**src/rtl/poly_ctrl.sv**
```systemverilog
// Moore sequencer for the Horner-form polynomial datapath (A*x^2+B*x+C or B*x+C).
// Latency: 7 cycles per quadratic run, 5 per linear, IDLE included; start is dropped while busy.
module poly_ctrl (
    input  logic       clk,
    input  logic       rst,
    input  logic       start,
    input  logic       mode,
    output logic [1:0] m0,
    output logic [1:0] m1,
    output logic [1:0] m2,
    output logic       lx,
    output logic       ls,
    output logic       lh,
    output logic       h,
    output logic       busy,
    output logic       done
);

    typedef enum logic [2:0] {
        S_IDLE = 3'd0,
        S_LOAD = 3'd1,
        S_Q1   = 3'd2,
        S_Q2   = 3'd3,
        S_Q3   = 3'd4,
        S_L1   = 3'd5,
        S_FIN  = 3'd6,
        S_DONE = 3'd7
    } state_t;

    typedef struct packed {
        logic [1:0] m0;
        logic [1:0] m1;
        logic [1:0] m2;
        logic       lx;
        logic       ls;
        logic       lh;
        logic       h;
        logic       busy;
        logic       done;
    } ctrl_t;

    state_t state_q, state_d;
    logic   mode_q, mode_d;
    ctrl_t  ctrl;

    always_ff @(posedge clk) begin
        if (rst) begin
            state_q <= S_IDLE;
            mode_q  <= 1'b0;
        end else begin
            state_q <= state_d;
            mode_q  <= mode_d;
        end
    end

    // mode is captured only on the IDLE->LOAD transition and held for the run
    always_comb begin
        state_d = state_q;
        mode_d  = mode_q;
        case (state_q)
            S_IDLE: begin
                if (start) begin
                    state_d = S_LOAD;
                    mode_d  = mode;
                end
            end
            S_LOAD:  state_d = mode_q ? S_L1 : S_Q1;
            S_Q1:    state_d = S_Q2;
            S_Q2:    state_d = S_Q3;
            S_Q3:    state_d = S_FIN;
            S_L1:    state_d = S_FIN;
            S_FIN:   state_d = S_DONE;
            S_DONE:  state_d = S_IDLE;
            default: state_d = S_IDLE;
        endcase
    end

    always_comb begin
        ctrl = '0;
        case (state_q)
            S_IDLE: ctrl = '0;
            S_LOAD: begin
                ctrl.lx   = 1'b1;
                ctrl.ls   = 1'b1;
                ctrl.m2   = 2'b11;
                ctrl.busy = 1'b1;
            end
            S_Q1: begin
                ctrl.m0   = 2'b01;
                ctrl.m1   = 2'b00;
                ctrl.h    = 1'b1;
                ctrl.lh   = 1'b1;
                ctrl.busy = 1'b1;
            end
            S_Q2: begin
                ctrl.m0   = 2'b10;
                ctrl.m1   = 2'b01;
                ctrl.h    = 1'b0;
                ctrl.lh   = 1'b1;
                ctrl.busy = 1'b1;
            end
            S_Q3: begin
                ctrl.m0   = 2'b00;
                ctrl.m1   = 2'b01;
                ctrl.h    = 1'b1;
                ctrl.lh   = 1'b1;
                ctrl.busy = 1'b1;
            end
            S_L1: begin
                ctrl.m0   = 2'b10;
                ctrl.m1   = 2'b00;
                ctrl.h    = 1'b1;
                ctrl.lh   = 1'b1;
                ctrl.busy = 1'b1;
            end
            S_FIN: begin
                ctrl.m0   = 2'b11;
                ctrl.m1   = 2'b01;
                ctrl.h    = 1'b0;
                ctrl.ls   = 1'b1;
                ctrl.m2   = 2'b00;
                ctrl.busy = 1'b1;
            end
            S_DONE: begin
                ctrl.done = 1'b1;
                ctrl.busy = 1'b1;
            end
            default: ctrl = '0;
        endcase
    end

    assign m0   = ctrl.m0;
    assign m1   = ctrl.m1;
    assign m2   = ctrl.m2;
    assign lx   = ctrl.lx;
    assign ls   = ctrl.ls;
    assign lh   = ctrl.lh;
    assign h    = ctrl.h;
    assign busy = ctrl.busy;
    assign done = ctrl.done;

endmodule

```
**config.mk**
```make
export PLATFORM = sky130hd
export DESIGN_NAME = poly_ctrl
export DESIGN_NICKNAME = d
export VERILOG_FILES = /design/src/rtl/poly_ctrl.sv
export SDC_FILE = /design/constraint.sdc
export NUM_CORES = 1
export LEC_CHECK = 0
export BUFFER_PORTS_ARGS = -buffer_cell sky130_fd_sc_hd__buf_2
export CORE_AREA = 2 2 39 41
export DETAILED_ROUTE_END_ITERATION = 10
export DIE_AREA = 0 0 41 43
export PLACE_DENSITY = 0.49
export REMOVE_ABC_BUFFERS = 1
export SLEW_MARGIN = 30
export SYNTH_ARGS = -nofsm -noshare
export SYNTH_HDL_FRONTEND = slang
export SYNTH_SLANG_ARGS = --single-unit
```
**constraint.sdc**
```tcl
create_clock -name clk -period 1.1 [get_ports clk]
set_input_delay 0.055 -clock clk [delete_from_list [all_inputs] [get_ports clk]]
set_output_delay 0.055 -clock clk [all_outputs]
set_load 0.01 [all_outputs]
```
==> results by group, run 1 <==
Die
  – Area of the core region: 1380 um^2
  – Total I/O pin count: 16
  – Die Y-Extent: approximately 43 um
  – DIE WIDTH: just over 40 um
  – Starting density of the core: 23.1%
  – Die Footprint: 1760 um^2
  – Placement Rows: 14

Clock network
  – Insertion delay of the later-clocked pin in the worst-skew pair: 0.23 ns
  – Register clock-pin slew on the reported worst setup and hold paths: 0.04 ns
  – Total number of H-tree levels: 1
  – CTS buffer count: 3
  – CTS tree: done
  – Clock tree root buffer cell: sky130_fd_sc_hd__clkbuf_4
  – Number of hold buffers added after cts: 0
  – Maximum clock path buffer count: 2
  – Clock sinks: 4

Pwr
  – Leakage power total: 0.306 nW
  – Maximum vdd ir drop: ~0.00056 V
  – Overall Power: 0.000870 W
  – Pwr/cell area: 1420 nW/um^2
  – Portion of total power attributed to sequential cells: 22.3%
  – Switching power: 0.000289 W
  – Combinational fraction of design power: 56.7%
  – Switching share of power: between 30 and 40%
  – Part of the power in the clock network: a little over a fifth
  – Internal portion of total power: 0.000581 W

Yosys
  – Share of flip-flops with an asynchronous set or reset: 0%
  – Adder-cell share of the synthesized area: 0%
  – Most used flip-flop cell after synthesis: sky130_fd_sc_hd__dfxtp_1
  – Post-synthesis sequential element count: 4
  – Largest cells by area after synthesis: sky130_fd_sc_hd__dfxtp_1 25%, sky130_fd_sc_hd__mux2i_1 9.4%, sky130_fd_sc_hd__buf_4 9.4%
  – Sequential fraction of the synthesis area: 25.0%
  – Largest family of logic cells by synthesized area: simple AND/OR/NAND/NOR gates
  – Proportion of netlist area held by the largest area contributor: ~25%
  – Yosys warning total: 0
  – Mux share of post-synthesis cell area: 9.38%
  – Compound-Gate Fraction of Synth Area: 18.4%
  – Gate count after technology mapping: 37
  – Post-Synth Simple-Gate Area: 27.7%
  – Distinct cells, synth: 24
  – Post-synthesis share of cell area spent on xor and xnor gates: 2.73%
  – Post-synth top area cell: sky130_fd_sc_hd__dfxtp_1
  – Post-synthesis area per instance: 8.66 um^2
  – Post-synthesis instance area: 320 um^2
  – Number of flops mapped to enable cells by yosys: 0
  – Commonest cells post-synth: 4 x sky130_fd_sc_hd__buf_4, 4 x sky130_fd_sc_hd__dfxtp_1, 3 x sky130_fd_sc_hd__mux2i_1, 3 x sky130_fd_sc_hd__nand2_1, 3 x sky130_fd_sc_hd__o21ai_0

Worst setup path
  – Maximum fanout along the worst path: 4
  – WP data arrival: 1.17 ns
  – Kind of cell adding the most delay to the critical path: flip-flops
  – End of the worst register-to-register path: mode_q$_SDFFE_PP0P_
  – Worst Path Buf+Inv: 2
  – Worst reg2reg setup slack: -0.05 ns
  – Worst EP required: 1.04 ns
  – Crit path launch: state_q[1]$_SDFFE_PP0P_
  – Cell at the slowest stage of the critical path: sky130_fd_sc_hd__dfxtp_2
  – Endpoint kind of the worst setup timing path: primary output
  – Type of element launching the critical path: flop
  – Cell chain of the critical path: or2b_1 -> inv_2 -> o21ai_2 -> o21ai_1 -> buf_2
  – Setup Crit Path Kind: reg -> out
  – Maximum cell stage delay along the critical path: 0.34 ns
  – Worst reg-to-reg path cell count: 5
  – Origin of the critical flop-to-flop path: state_q[1]$_SDFFE_PP0P_
  – Worst setup path endpoint: m0[1]
  – Number of gates on the worst path with buffers counted: 5

Timing
  – Final critical-path setup slack: -0.128 ns
  – Portion of the clock cycle consumed by the worst path in the final layout: 112%
  – RSZ-0062 raised after global routing: true
  – Setup Viol. Count Final: 11
  – Shortest clock period the worst path allows after layout: 1.23 ns
  – Max Clk Rate: 814 MHz
  – Number of pins with negative max-slew slack in the final report: 0
  – Post-Route Skew: 0.000780 ns
  – Hold violation count in the final report: 0

Placed design
  – Total placed instance area: 432 um^2
  – HPWL after DPL: 597 um
  – Final estimated routing congestion in global placement: 0.674
  – Number of buffer cells added on primary ports: 14
  – Post-placement setup slack: -0.0127 ns
  – Post-placement cell count: 70

Final layout
  – Final non-filler cell area: 611 um^2
  – Register cell area after layout: about 86 um^2
  – Filler instances: 140
  – Utilization after layout: 44.1%
  – Area occupied by multi-input gates: about 220 um^2
  – Final Instance Count excl. Fillers: 80
  – Final layout net count: 70
  – Ant diodes: 0
  – Share of layout cells above drive strength 1: 71.9%
  – Layout overhead on the synthesized area: 90.6%

Global routing
  – Final global-route overflow total: 0
  – Total global routing track utilization: 10.8%
  – Maximum number of pins on one net before global-route repair: 7
  – Antenna violations before repair: 0
  – First-pass GRT wire length: around 1.3 mm
  – Number of global-route vias before repair: 320

Run
  – Max-cap violations: 0

Drt
  – Total DRC errors in the routed layout: 0
  – Final wirelength: 871 um
  – First-iteration detailed-routing DRC count: 2
  – Number of routed nets with antenna violations: 0
  – Wirelength per Cell: around 11 um
  – First-pass DRT Iterations: 4
  – DR vias/cell: 4.38
  – Count of vias placed by the detailed router: 350

Run status
  – Failing checks: setup timing
  – Run status: finished with violations

Min path
  – Cell depth of the worst min-delay path: 2
  – Class of the tightest hold or removal check: in -> reg
==> layer usage <==
metal  wire length [um]  GRT usage [%]  up-vias  part of all wire (%)
met4                 14           6.00        0                   1.6
met2                497           19.1       13                    57
met1                312           10.3      159                    36
met3                 47           3.14        2                   5.4
met5                  0              0        -                     0
li1                   -              -      176                     -
==> area by class of cell <==
cell class	instances	area share [%]
Timing Repair Buffer	30	42.2
Multi-Input combinational cell	26	36.1
Sequential cell	4	14.1
Clock buffer	3	3.69
Tap cell	16	3.28
Inverter	1	0.615
==> registers in the layout (all words and copies together), names as in the netlist <==
register / count
mode_q: 1
state_q: 3
==> power groups by stage <==
stage	registers, W	logic [W]	clock network (W)
floorplan	0.000208	0.000144	0
global placement	0.000187	0.000320	0
detailed placement	0.000188	0.000324	0
CTS	0.000192	0.000453	0.000194
global route	0.000197	0.000532	0.000204
finish	0.000194	0.000493	0.000183
==> worst min-delay path by stage <==
stage	start	to	slack (ns)
2_1_floorplan	rst	state_q[0]$_SDFFE_PP0P_	0.12
3_5_place_dp	rst	state_q[0]$_SDFFE_PP0P_	0.29
3_3_place_gp	rst	state_q[0]$_SDFFE_PP0P_	0.29
5_1_grt	rst	state_q[2]$_SDFFE_PP0P_	0.04
4_1_cts	rst	state_q[0]$_SDFFE_PP0P_	0.04
6_report	rst	state_q[2]$_SDFFE_PP0P_	0.05
==> through the flow <==
step / setup TNS, ns / hold slack [ns]
2_1_floorplan: -0.227 / 0.121
5_1_grt: -1.39 / 0.0436
3_5_place_dp: -0.0127 / 0.294
4_1_cts: -0.774 / 0.0448
3_3_place_gp: 0 / 0.288
6_report: -0.752 / 0.0482
==> cells in the final DEF (no fill, tap or decap), types with 2 or more instances in the layout <==
cell type                  instances
sky130_fd_sc_hd__a221oi_2          2
sky130_fd_sc_hd__buf_4             7
sky130_fd_sc_hd__buf_2            10
sky130_fd_sc_hd__o21ai_2           2
sky130_fd_sc_hd__clkbuf_4          3
sky130_fd_sc_hd__buf_6            12
sky130_fd_sc_hd__dfxtp_2           2
sky130_fd_sc_hd__nand2_1           2
sky130_fd_sc_hd__mux2i_1           3
==> worst reg2reg max path, delay by kind of cell (launching register included) <==
| kind | cells | cell delay, ns |
|---|---|---|
| buf+inv | 2 | 0.24 |
| flops | 1 | 0.32 |
| mux | 1 | 0.20 |
| simple gates | 2 | 0.27 |
==> cell families after synthesis <==
logic type / count (synthesis)
other: 1
XOR/XNOR: 1
buffers and inverters: 7
multiplexers: 3
AND/OR/NAND/NOR: 13
flip-flops: 4
AO/OA/AOI/OAI: 8
==> repair_timing <==
| item | in CTS | in global routing |
|---|---|---|
| setup endpoints to repair | 12 | 14 |
| pin swaps | 3 | 7 |
| buffers inserted | 6 | 3 |
| resized for setup | 20 | 9 |
Note: power is estimated with default switching activity, not from simulation.
==> run 2, diff against run 1 <==
--- a/config.mk
+++ b/config.mk
@@ -9,7 +9,7 @@
 export CORE_AREA = 2 2 39 41
 export DETAILED_ROUTE_END_ITERATION = 10
 export DIE_AREA = 0 0 41 43
-export PLACE_DENSITY = 0.49
+export PLACE_DENSITY = 0.48
 export REMOVE_ABC_BUFFERS = 1
 export SLEW_MARGIN = 30
 export SYNTH_ARGS = -nofsm -noshare
==> constraint.sdc (replaced) <==
create_clock -name clk -period 1.5 [get_ports clk]
set_input_delay 0.075 -clock clk [delete_from_list [all_inputs] [get_ports clk]]
set_output_delay 0.075 -clock clk [all_outputs]
set_load 0.01 [all_outputs]
==> results by group, run 2 (synthesis gave the netlist of run 1 again) <==
Run status
  – Run status: complete, no violations

Final layout
  – Register with the highest flop count: state_q
  – Registers with the most flip-flops: state_q x3, mode_q x1
  – Leading cell type in the layout, fill and taps excluded: sky130_fd_sc_hd__buf_2
  – Layout overhead on the synthesized area: 26.2%
  – Utilization after layout: just under 30%
  – Final layout net count: 56
  – Final Instance Count excl. Fillers: 66
  – Share of layout cells above drive strength 1: 46.0%
  – Top library cells by usage in the layout, fill and taps aside: 14 x sky130_fd_sc_hd__buf_2, 3 x sky130_fd_sc_hd__nand2_1, 3 x sky130_fd_sc_hd__o21ai_0, 3 x sky130_fd_sc_hd__mux2i_1, 3 x sky130_fd_sc_hd__clkbuf_4
  – Flip-flop count of the largest register after layout: 3
  – Ant diodes: 0

Drt
  – First-pass DRT Iterations: 1
  – Wirelength per Cell: 9.26 um
  – DR vias/cell: 4.38
  – Final wirelength: 611 um
  – Count of vias placed by the detailed router: 289
  – Total DRC errors in the routed layout: 0
  – Number of routed nets with antenna violations: 0
  – First-iteration detailed-routing DRC count: 0

Die
  – Total I/O pin count: 16
  – Placement Rows: 14
  – Area of the core region: 1380 um^2
  – Die Footprint: 1760 um^2
  – Die Y-Extent: 43 um
  – Starting density of the core: 23.1%
  – DIE WIDTH: 41 um

Global routing
  – Met2 usage: ~14%
  – Global routing met3 resource utilization: 3.14%
  – Most Used Layer, Global Route: met2
  – First-pass GRT wire length: 979 um
  – Maximum number of pins on one net before global-route repair: 13
  – Final global-route overflow total: 0
  – GR Layer Usage met1: 7.40%
  – Antenna violations before repair: 0
  – Number of global-route vias before repair: between 200 and 300
  – Total global routing track utilization: 8.53%

Min path
  – Class of the tightest hold or removal check: in -> reg
  – Cell depth of the worst min-delay path: 2

Clock network
  – CTS tree: done
  – Insertion delay of the later-clocked pin in the worst-skew pair: around 0.23 ns
  – Quantity of gates resized following cts: 2
  – Total number of H-tree levels: 1
  – Clock sinks: 4
  – Maximum clock path buffer count: 2
  – Clock tree root buffer cell: sky130_fd_sc_hd__clkbuf_4
  – Number of buffers inserted to repair setup after CTS: 0
  – Register clock-pin slew on the reported worst setup and hold paths: 0.04 ns
  – Number of hold buffers added after cts: 0
  – CTS buffer count: 3

Placed design
  – Post-placement cell count: 63
  – Number of buffer cells added on primary ports: 14
  – Final estimated routing congestion in global placement: 0.590
  – Post-placement setup slack: ~0.23 ns
  – HPWL after DPL: 502 um

Worst setup path
  – Maximum fanout along the worst path: 9
  – Worst EP required: 1.42 ns
  – Endpoint kind of the worst setup timing path: primary output
  – Type of element launching the critical path: flop
  – WP data arrival: 1.31 ns
  – Setup Crit Path Kind: reg -> out
  – Worst reg-to-reg path cell count: 3

Timing
  – RSZ-0062 raised after global routing: false
  – Hold violation count in the final report: 0
  – Shortest clock period the worst path allows after layout: 1.39 ns
  – Post-Route Setup TNS: 0 ns
  – Portion of the clock cycle consumed by the worst path in the final layout: 92.4%
  – Number of pins with negative max-slew slack in the final report: 0
  – Post-Route Skew: 0.00439 ns
  – Setup Viol. Count Final: 0
  – Max Clk Rate: ~720 MHz
  – Final critical-path setup slack: 0.114 ns
  – Worst hold slack across all endpoints: 0.0503 ns

Pwr
  – Part of the power in the clock network: between 20% and 30%
  – Switching power: ~0.00016 W
  – Maximum vdd ir drop: 0.000301 V
  – Combinational fraction of design power: 38.2%
  – Pwr/cell area: approximately 1100 nW/um^2
  – Portion of total power attributed to sequential cells: 33.6%
  – Switching share of power: 34.2%
  – Internal portion of total power: 0.000303 W
  – Leakage power total: roughly 0.22 nW

Run
  – Max-cap violations: 0
[run 2: path summary, 6_finish.rpt]
kind	from	endpoint	slack [ns]
worst min-delay path	rst	state_q[0]$_SDFFE_PP0P_	0.05
worst min register to register	mode_q$_SDFFE_PP0P_	state_q[0]$_SDFFE_PP0P_	0.49
worst max register to register	state_q[2]$_SDFFE_PP0P_	mode_q$_SDFFE_PP0P_	0.43
worst max-delay path	state_q[1]$_SDFFE_PP0P_	m0[1]	0.11
[run 2: final cells by class]
cell class,instances,area [um^2]
tap,16,20.0
timing repair buffer,16,85.1
fill,162,980
inverter,1,3.75
sequential,4,82.6
multi-input combinational,26,190
clock buffer,3,22.5
[run 2: routing by layer]
metal,routed length (um),share of wire [%]
met1,250,41
met3,62,10
met4,0,0
met2,298,49
met5,0,0
[run 2: worst max-delay path, cell delays in order, from the launching register on]
cell and delay (ns):
sky130_fd_sc_hd__dfxtp_2 0.42, sky130_fd_sc_hd__or2b_1 0.29, sky130_fd_sc_hd__inv_1 0.09, sky130_fd_sc_hd__o21ai_0 0.07
sky130_fd_sc_hd__o21ai_0 0.07, sky130_fd_sc_hd__buf_2 0.14
[run 2: stage by stage]
| step | cell area (um^2) | power, W |
|---|---|---|
| 3_5_place_dp | 379 | 0.000334 |
| 4_1_cts | 404 | 0.000470 |
| 6_report | 404 | 0.000460 |
| 3_3_place_gp | 379 | 0.000332 |
| 5_1_grt | 404 | 0.000508 |
| 2_1_floorplan | 274 | 0.000258 |
[run 2: power by group through the flow]
stage	clock network [W]	registers, W	logic [W]
floorplan	0	0.000153	0.000105
global placement	0	0.000155	0.000177
detailed placement	0	0.000155	0.000179
CTS	0.000135	0.000156	0.000180
global route	0.000147	0.000160	0.000201
finish	0.000130	0.000155	0.000176
